[config.mk]
export PLATFORM = sky130hd
export DESIGN_NAME = alu_operand_stage
export DESIGN_NICKNAME = d
export VERILOG_FILES = /design/src/rtl/alu_operand_stage.sv
export SDC_FILE = /design/constraint.sdc
export NUM_CORES = 1
export LEC_CHECK = 0
export BUFFER_PORTS_ARGS = -buffer_cell sky130_fd_sc_hd__buf_2
export CAP_MARGIN = 0
export CORE_UTILIZATION = 40
export CTS_CLUSTER_SIZE = 14
export DETAILED_ROUTE_END_ITERATION = 10
export SETUP_SLACK_MARGIN = 0.4
export SLEW_MARGIN = 40
export SYNTH_ARGS = -nofsm -noshare
export SYNTH_HDL_FRONTEND = slang
export SYNTH_SLANG_ARGS = --single-unit
export TNS_END_PERCENT = 30
[constraint.sdc]
create_clock -name clk -period 4.1 [get_ports clk]
set_input_delay 0.615 -clock clk [delete_from_list [all_inputs] [get_ports clk]]
set_output_delay 0.615 -clock clk [all_outputs]
set_load 0.02 [all_outputs]
[src/rtl/alu_operand_stage.sv]
// ---------------------------------------------------------------------------
// alu_operand_stage
//  Operand-fetch stage in front of the ALU: register file, two source reads,
//  optional immediate on operand 1, RAW hazard detection against the
//  instruction in the output register (P1) and the writeback bus (P2).
//  Optional feature macro: ALU_OPERAND_BYPASS_EN
//    defined   -> write-first register read, writeback bus is not a hazard
//    undefined -> read returns the old value during a write, the writeback
//                 bus counts as a hazard
// ---------------------------------------------------------------------------
module alu_operand_stage #(
   parameter int DATA_W  = 16,
   parameter int REG_CNT = 16,
   localparam int ADDR_W = $clog2(REG_CNT)
) (
   input  logic              clk,
   input  logic              rst_n,
   input  logic              in_valid,
   output logic              in_ready,
   input  logic [ADDR_W-1:0] in_src0,
   input  logic [ADDR_W-1:0] in_src1,
   input  logic [ADDR_W-1:0] in_dst,
   input  logic              in_dst_we,
   input  logic              in_use_imm,
   input  logic [DATA_W-1:0] in_imm,
   input  logic [3:0]        in_op,
   input  logic              flush,
   input  logic              wb_en,
   input  logic [ADDR_W-1:0] wb_addr,
   input  logic [DATA_W-1:0] wb_data,
   output logic [DATA_W-1:0] reg0,
   output logic [DATA_W-1:0] reg1,
   output logic [3:0]        alu_op,
   output logic              out_valid,
   output logic [ADDR_W-1:0] out_dst,
   output logic              out_dst_we
);

`ifdef ALU_OPERAND_BYPASS_EN
   localparam bit BYPASS = 1'b1;
`else
   localparam bit BYPASS = 1'b0;
`endif

   localparam logic [DATA_W-1:0] ZERO_D = {DATA_W{1'b0}};
   localparam logic [ADDR_W-1:0] ZERO_A = {ADDR_W{1'b0}};

   typedef enum logic [0:0] {ST_ISSUE = 1'b0, ST_STALL = 1'b1} state_t;

   state_t            state_r, state_next_s;
   logic [DATA_W-1:0] rf_r [REG_CNT];
   logic [DATA_W-1:0] rd0_s, rd1_s, opnd1_s;
   logic              use0_s, use1_s, p1_v_s, p2_v_s;
   logic              hazard_s, in_ready_s, accept_s;
   logic [DATA_W-1:0] reg0_r, reg1_r;
   logic [3:0]        alu_op_r;
   logic              out_valid_r, out_dst_we_r;
   logic [ADDR_W-1:0] out_dst_r;

   // Register file: cleared by reset, register 0 is never written.
   always_ff @(posedge clk) begin
      if (!rst_n) begin
         for (int i = 0; i < REG_CNT; i++) rf_r[i] <= ZERO_D;
      end else if (wb_en && (wb_addr != ZERO_A)) begin
         rf_r[wb_addr] <= wb_data;
      end
   end

   // Source reads: R0 reads zero, optional write-first forwarding of the writeback bus.
   always_comb begin
      rd0_s   = ZERO_D;
      rd1_s   = ZERO_D;
      opnd1_s = ZERO_D;
      if (in_src0 == ZERO_A) rd0_s = ZERO_D;
      else if (BYPASS && wb_en && (wb_addr == in_src0)) rd0_s = wb_data;
      else rd0_s = rf_r[in_src0];
      if (in_src1 == ZERO_A) rd1_s = ZERO_D;
      else if (BYPASS && wb_en && (wb_addr == in_src1)) rd1_s = wb_data;
      else rd1_s = rf_r[in_src1];
      if (in_use_imm) opnd1_s = in_imm;
      else opnd1_s = rd1_s;
   end

   // Hazard: a used (nonzero) source matching a pending destination.
   always_comb begin
      use0_s   = (in_src0 != ZERO_A);
      use1_s   = (in_src1 != ZERO_A) && !in_use_imm;
      p1_v_s   = out_valid_r && out_dst_we_r;
      p2_v_s   = wb_en && !BYPASS;
      hazard_s = (use0_s && ((p1_v_s && (in_src0 == out_dst_r)) ||
                             (p2_v_s && (in_src0 == wb_addr)))) ||
                 (use1_s && ((p1_v_s && (in_src1 == out_dst_r)) ||
                             (p2_v_s && (in_src1 == wb_addr))));
   end

   // Issue/stall state register.
   always_ff @(posedge clk) begin
      if (!rst_n) state_r <= ST_ISSUE;
      else state_r <= state_next_s;
   end

   // Next state and ready: the hazard is re-evaluated every cycle in either state.
   always_comb begin
      state_next_s = ST_ISSUE;
      in_ready_s   = 1'b1;
      case (state_r)
         ST_ISSUE: begin
            if (hazard_s) begin
               state_next_s = ST_STALL;
               in_ready_s   = 1'b0;
            end else begin
               state_next_s = ST_ISSUE;
               in_ready_s   = 1'b1;
            end
         end
         ST_STALL: begin
            if (hazard_s) begin
               state_next_s = ST_STALL;
               in_ready_s   = 1'b0;
            end else begin
               state_next_s = ST_ISSUE;
               in_ready_s   = 1'b1;
            end
         end
         default: begin
            state_next_s = ST_ISSUE;
            in_ready_s   = !hazard_s;
         end
      endcase
      accept_s = in_valid && in_ready_s;
   end

   // Output register: flush beats accept, otherwise accept or issue a bubble.
   always_ff @(posedge clk) begin
      if (!rst_n) begin
         reg0_r       <= ZERO_D;
         reg1_r       <= ZERO_D;
         alu_op_r     <= 4'h0;
         out_valid_r  <= 1'b0;
         out_dst_r    <= ZERO_A;
         out_dst_we_r <= 1'b0;
      end else if (flush) begin
         out_valid_r  <= 1'b0;
         out_dst_we_r <= 1'b0;
      end else if (accept_s) begin
         reg0_r       <= rd0_s;
         reg1_r       <= opnd1_s;
         alu_op_r     <= in_op;
         out_valid_r  <= 1'b1;
         out_dst_r    <= in_dst;
         out_dst_we_r <= in_dst_we;
      end else begin
         out_valid_r  <= 1'b0;
         out_dst_we_r <= 1'b0;
      end
   end

   assign in_ready   = in_ready_s;
   assign reg0       = reg0_r;
   assign reg1       = reg1_r;
   assign alu_op     = alu_op_r;
   assign out_valid  = out_valid_r;
   assign out_dst    = out_dst_r;
   assign out_dst_we = out_dst_we_r;

endmodule

# Word-level counts from Yosys, hierarchy flattened
# Memory sizes are Yosys's and may differ from the RTL's.
# Cells that the tools add are included.
# totals
ff_bits	42
wordCells	49
mem_count	1
in_bits	59
out_inout_bits	43
ram_bits	256
# mem_list
name	words	width	rd	rd_ports_with_merged_regs	write_ports	line_no	rtl
rf_r	16	16	2	0	16	51	logic [DATA_W-1:0] rf_r [REG_CNT];
# op_classes
bitwise_logic	3
mux	12
eq_ne	4
reduce_logical	23
# ops
op	n
$mux 16	4
$eq 4x4->1	4
$reduce_or 16->1	1
$reduce_bool 4->1	3
$logic_and 1x1->1	10
$logic_not 4->1	2
$mux 1	7
$mux 4	1
$logic_or 1x1->1	3
$not 1->1	3
$reduce_or 3->1	1
$reduce_and 2->1	1
$reduce_or 2->1	1
$logic_not 1->1	1

# Depth between registers and ports, before layout
# depth
word_depth	9
ltp_mapped	9
depth_no_buf	5

# Least setup slack after synthesis
# No wires, ideal clock.
# synth_path
path_kind	input-to-reg
start	in wb_addr[2]
end	mem rf_r[13][0] (enable)
setup_slack_ps	1347
setup_ps	411
arrival_time_ps	2342
path_stages	3
cell_sequence	clkbuf_1 > nand4_1 > o21ai_0
# synth_rtl
element	line_no	rtl
from (decl)	29	input logic [ADDR_W-1:0] wb_addr,
to (decl)	51	

# Worst setup path in the final report
# layout_path
start	in in_src0[0]
end	out in_ready
# layout_via
elab_chain_len	6
# layout_lines
element	line_no	rtl
from (decl)	20	input logic [ADDR_W-1:0] in_src0,
$eq 4x4->1, on equally long branches	90, 91	
$logic_and 1x1->1, on equally long branches	90, 91	
$logic_or 1x1->1	90	hazard_s = (use0_s && ((p1_v_s && (in_src0 == out_dst_r)) ||
$logic_and 1x1->1 (*)	90	
$logic_or 1x1->1 (*)	91	(p2_v_s && (in_src0 == wb_addr)))) ||
$mux 1 (*)	108, 117	
to (decl)	19	output logic in_ready,
# Mark *: on every way between the ends. The rest lies on a longest branch, timed or not.

==> summary.txt <==
Timing
  – Slew HR: 38.1%
  – RSZ-0062 raised after global routing: false
  – Min cycle time layout: 2.82 ns
  – Max-slew violations: 0
  – Final Setup Violations: 0
  – Final worst slack: 1.28 ns
  – Setup TNS: 0 ns
  – Final hold slack: 0.310 ns
  – Worst-Margin Slew: 0.928 ns
  – Fin. Hold Viols: 0
  – Final period utilization: 68.7%
  – Max Freq: 355 MHz
  – Clock skew: 0.0180 ns

Placed design
  – Placed Instances: 1738
  – Placed Area: 0.0166 sq mm
  – DPL Wire Length: 31.8 mm
  – PortBufs: 101
  – Post-Place Setup Slack: 0.896 ns
  – Routability Congestion: 0.940

Detailed routing
  – Pre-antenna DRT Iters: 5
  – Highest metal used: met5
  – Remaining DRCs: 0
  – M1 WL: 20.7 mm
  – WL met3: 4.72 mm
  – DRT iter0 DRCs: 1112
  – Detail Route Antenna Nets: 0
  – Via-to-Cell Ratio: 5.73
  – Met2 wire len: 20.9 mm
  – DR WL/cell: 26.2 um
  – Vias: 10299
  – DRT Wirelength: 47.1 mm

Final layout
  – Flip-flop and latch area: 0.00853 sq mm
  – Post-route cell area: 0.0176 sq mm
  – Post-route non-filler standard cell count: 1797
  – Final-layout fill cell count: 3357
  – Share of cells above drive strength 1: 22.3%
  – Multi-input logic area: 0.00651 sq mm
  – # nets final: 1322
  – Area grow syn2layout: 14.0%

Critical path
  – Crit Path Class: in -> out
  – Worst Path Arrival: 2.20 ns
  – Critical Path Start Type: input port
  – Critical Path RT: 3.48 ns
  – Crit path top cell by count: nor3_1
  – CP Cell Sequence: buf_6, nor3_1, or3_1, a21oi_1, nor3_1, buf_2
  – Slowest CP cell: buf_6
  – Crit Path Max Fanout: 49
  – CP peak stage delay: 0.50 ns
  – CP Capture Type: output pin

Floorplan
  – Initial Util: 40.9%
  – Die area: 0.0395 sq mm
  – Std cell rows: 71
  – CORE AREA: 0.0378 sq mm
  – IO Count: 102
  – Die width: 199 um
  – Die Y: 199 um

CTS
  – Clk slew on worst S/H paths: 0.06 ns
  – Clk sinks: 298
  – CTS Root Cell: clkbuf_16
  – TritonCTS buffer count: 34
  – H-Tree Depth: 2
  – Worst-case clock buffer depth: 3
  – Hold buffers post-CTS: 0
  – Setup Fix Bufs, Post-CTS: 0
  – CTS tree: built
  – Clk Latency, worst-skew pair: 0.53 ns
  – Resize count post-CTS: 0

Power and ir drop
  – Leak: 6.78 nW
  – Peak supply drop: 0.185 mV
  – Power per Cell Area: 418 mW/mm^2

Hold path
  – HP Class: in -> reg

Outcome
  – Status: complete, no violations

Logic synthesis
  – Post-Syn Instances: 1171
  – Synth top area share: 49.7%
  – Synthesized flop and latch total: 298
  – Sequential fraction of the synthesis area: 55.1%
  – Yosys warns: 0
  – Most common cell in the synthesized netlist: edfxtp_1
  – Post-Syn Area: 0.0155 sq mm
  – Mean Syn Cell Area: 13.2 sq um
  – Distinct cells, synth: 40
  – Async S/R FF share, synth: 0%
  – Leading area contributor after synthesis: edfxtp_1
  – Top cells by area, synth: edfxtp_1 (50%), mux4_2 (11%), and2_1 (9.8%)
  – Top cells by count, synth: edfxtp_1 (256), and2_1 (243), mux2i_1 (126), mux4_2 (73), clkbuf_1 (64)
  – Number of synthesized flops with an enable pin: 256
  – Post-synth top flop: edfxtp_1

Global routing
  – Initial antenna violation count: 2
  – Grt ovf: 0
  – First-pass GRT wire length: 68.7 mm
  – All-Layer GR Usage: 24.2%
  – Vias in the first global route: 9950
  – Largest net degree at the start of global routing: 81

Flow run
  – Maxcap violations: 0
==> placed cells by master, fill, tap and decap left out, drive strengths merged, types with 7 or more instances in the layout <==
master  instances
edfxtp        256
and2          243
buf           143
mux2i         126
mux4           73
nand2          62
o21ai          47
clkbuf         46
dfxtp          42
a221o          35
nor2           25
a221oi         24
inv            19
a21oi          17
nand2b         17
conb           16
xor2           10
a32o            9
or3             9
nor3            9
clkinv          8
a21o            7
nand3           7
==> metal layers <==
| metal | global-route usage [%] | up-vias |
|---|---|---|
| met3 | 6.15 | 56 |
| met2 | 36.5 | 536 |
| met1 | 35.0 | 5141 |
| met4 | 5.33 | 2 |
| li1 | - | 4564 |
| met5 | 0 | - |
==> worst max-delay path, delay by kind of cell <==
family	cells	cell delay (ns)
buffers and inverters	2	0.67
AND/OR/NAND/NOR	3	0.55
AO/OA/AOI/OAI	1	0.33
==> sequential cells by signal (all words and copies together) (netlist names) <==
| signal | count |
|---|---|
| reg1 | 16 |
| alu_op | 4 |
| out_dst_we | 1 |
| reg0 | 16 |
| out_dst | 4 |
| out_valid | 1 |
| rf_r | 256 |
==> metrics by stage <==
step	utilization [%]	power [W]
after floorplan	-	0.00414
after global placement	43.7	0.00447
after detailed placement	43.8	0.00448
after CTS	46.6	0.00740
after global routing	46.6	0.00758
final	46.6	0.00737
==> power by group <==
part	switching (W)	leakage, nW	internal, W
logic	0.000522	3.47	0.000335
registers	0.000107	2.79	0.00347
clock network	0.00122	0.515	0.00172
total	0.00185	6.78	0.00552
==> worst paths after layout <==
| path | depth (start not counted) | slack [ns] | end | startpoint |
|---|---|---|---|---|
| max | 6 | 1.28 | in_ready | in_src0[0] |
| min | 3 | 0.31 | out_dst_we | in_dst_we |
| max reg2reg | 6 | 1.76 | out_dst[2] | out_dst[3] |
| min reg2reg | 2 | 0.45 | alu_op[2] | alu_op[2] |
==> area by class of cell <==
class                      count  share of cell area [%]
inverter                      18                   0.383
clock inverter                12                   0.525
antenna                        1                  0.0142
multi-input combinational    768                    36.9
clock buffer                  46                    5.49
timing repair buffer         143                    4.72
tap                          511                    3.62
sequential                   298                    48.3
==> logic make-up (layout without fill, tap and decap cells) <==
logic type             after synthesis  after routing  synth area share (%)
AND/OR/NAND/NOR                    389            389                  14.3
buffers and inverters              120            219                  3.76
flip-flops                         298            298                  55.1
XOR/XNOR                            14             14                 0.792
AO/OA/AOI/OAI                      150            150                  7.20
multiplexers                       199            199                  18.8
other                                1             17                0.0242
Power figures use the tool's default switching activity.
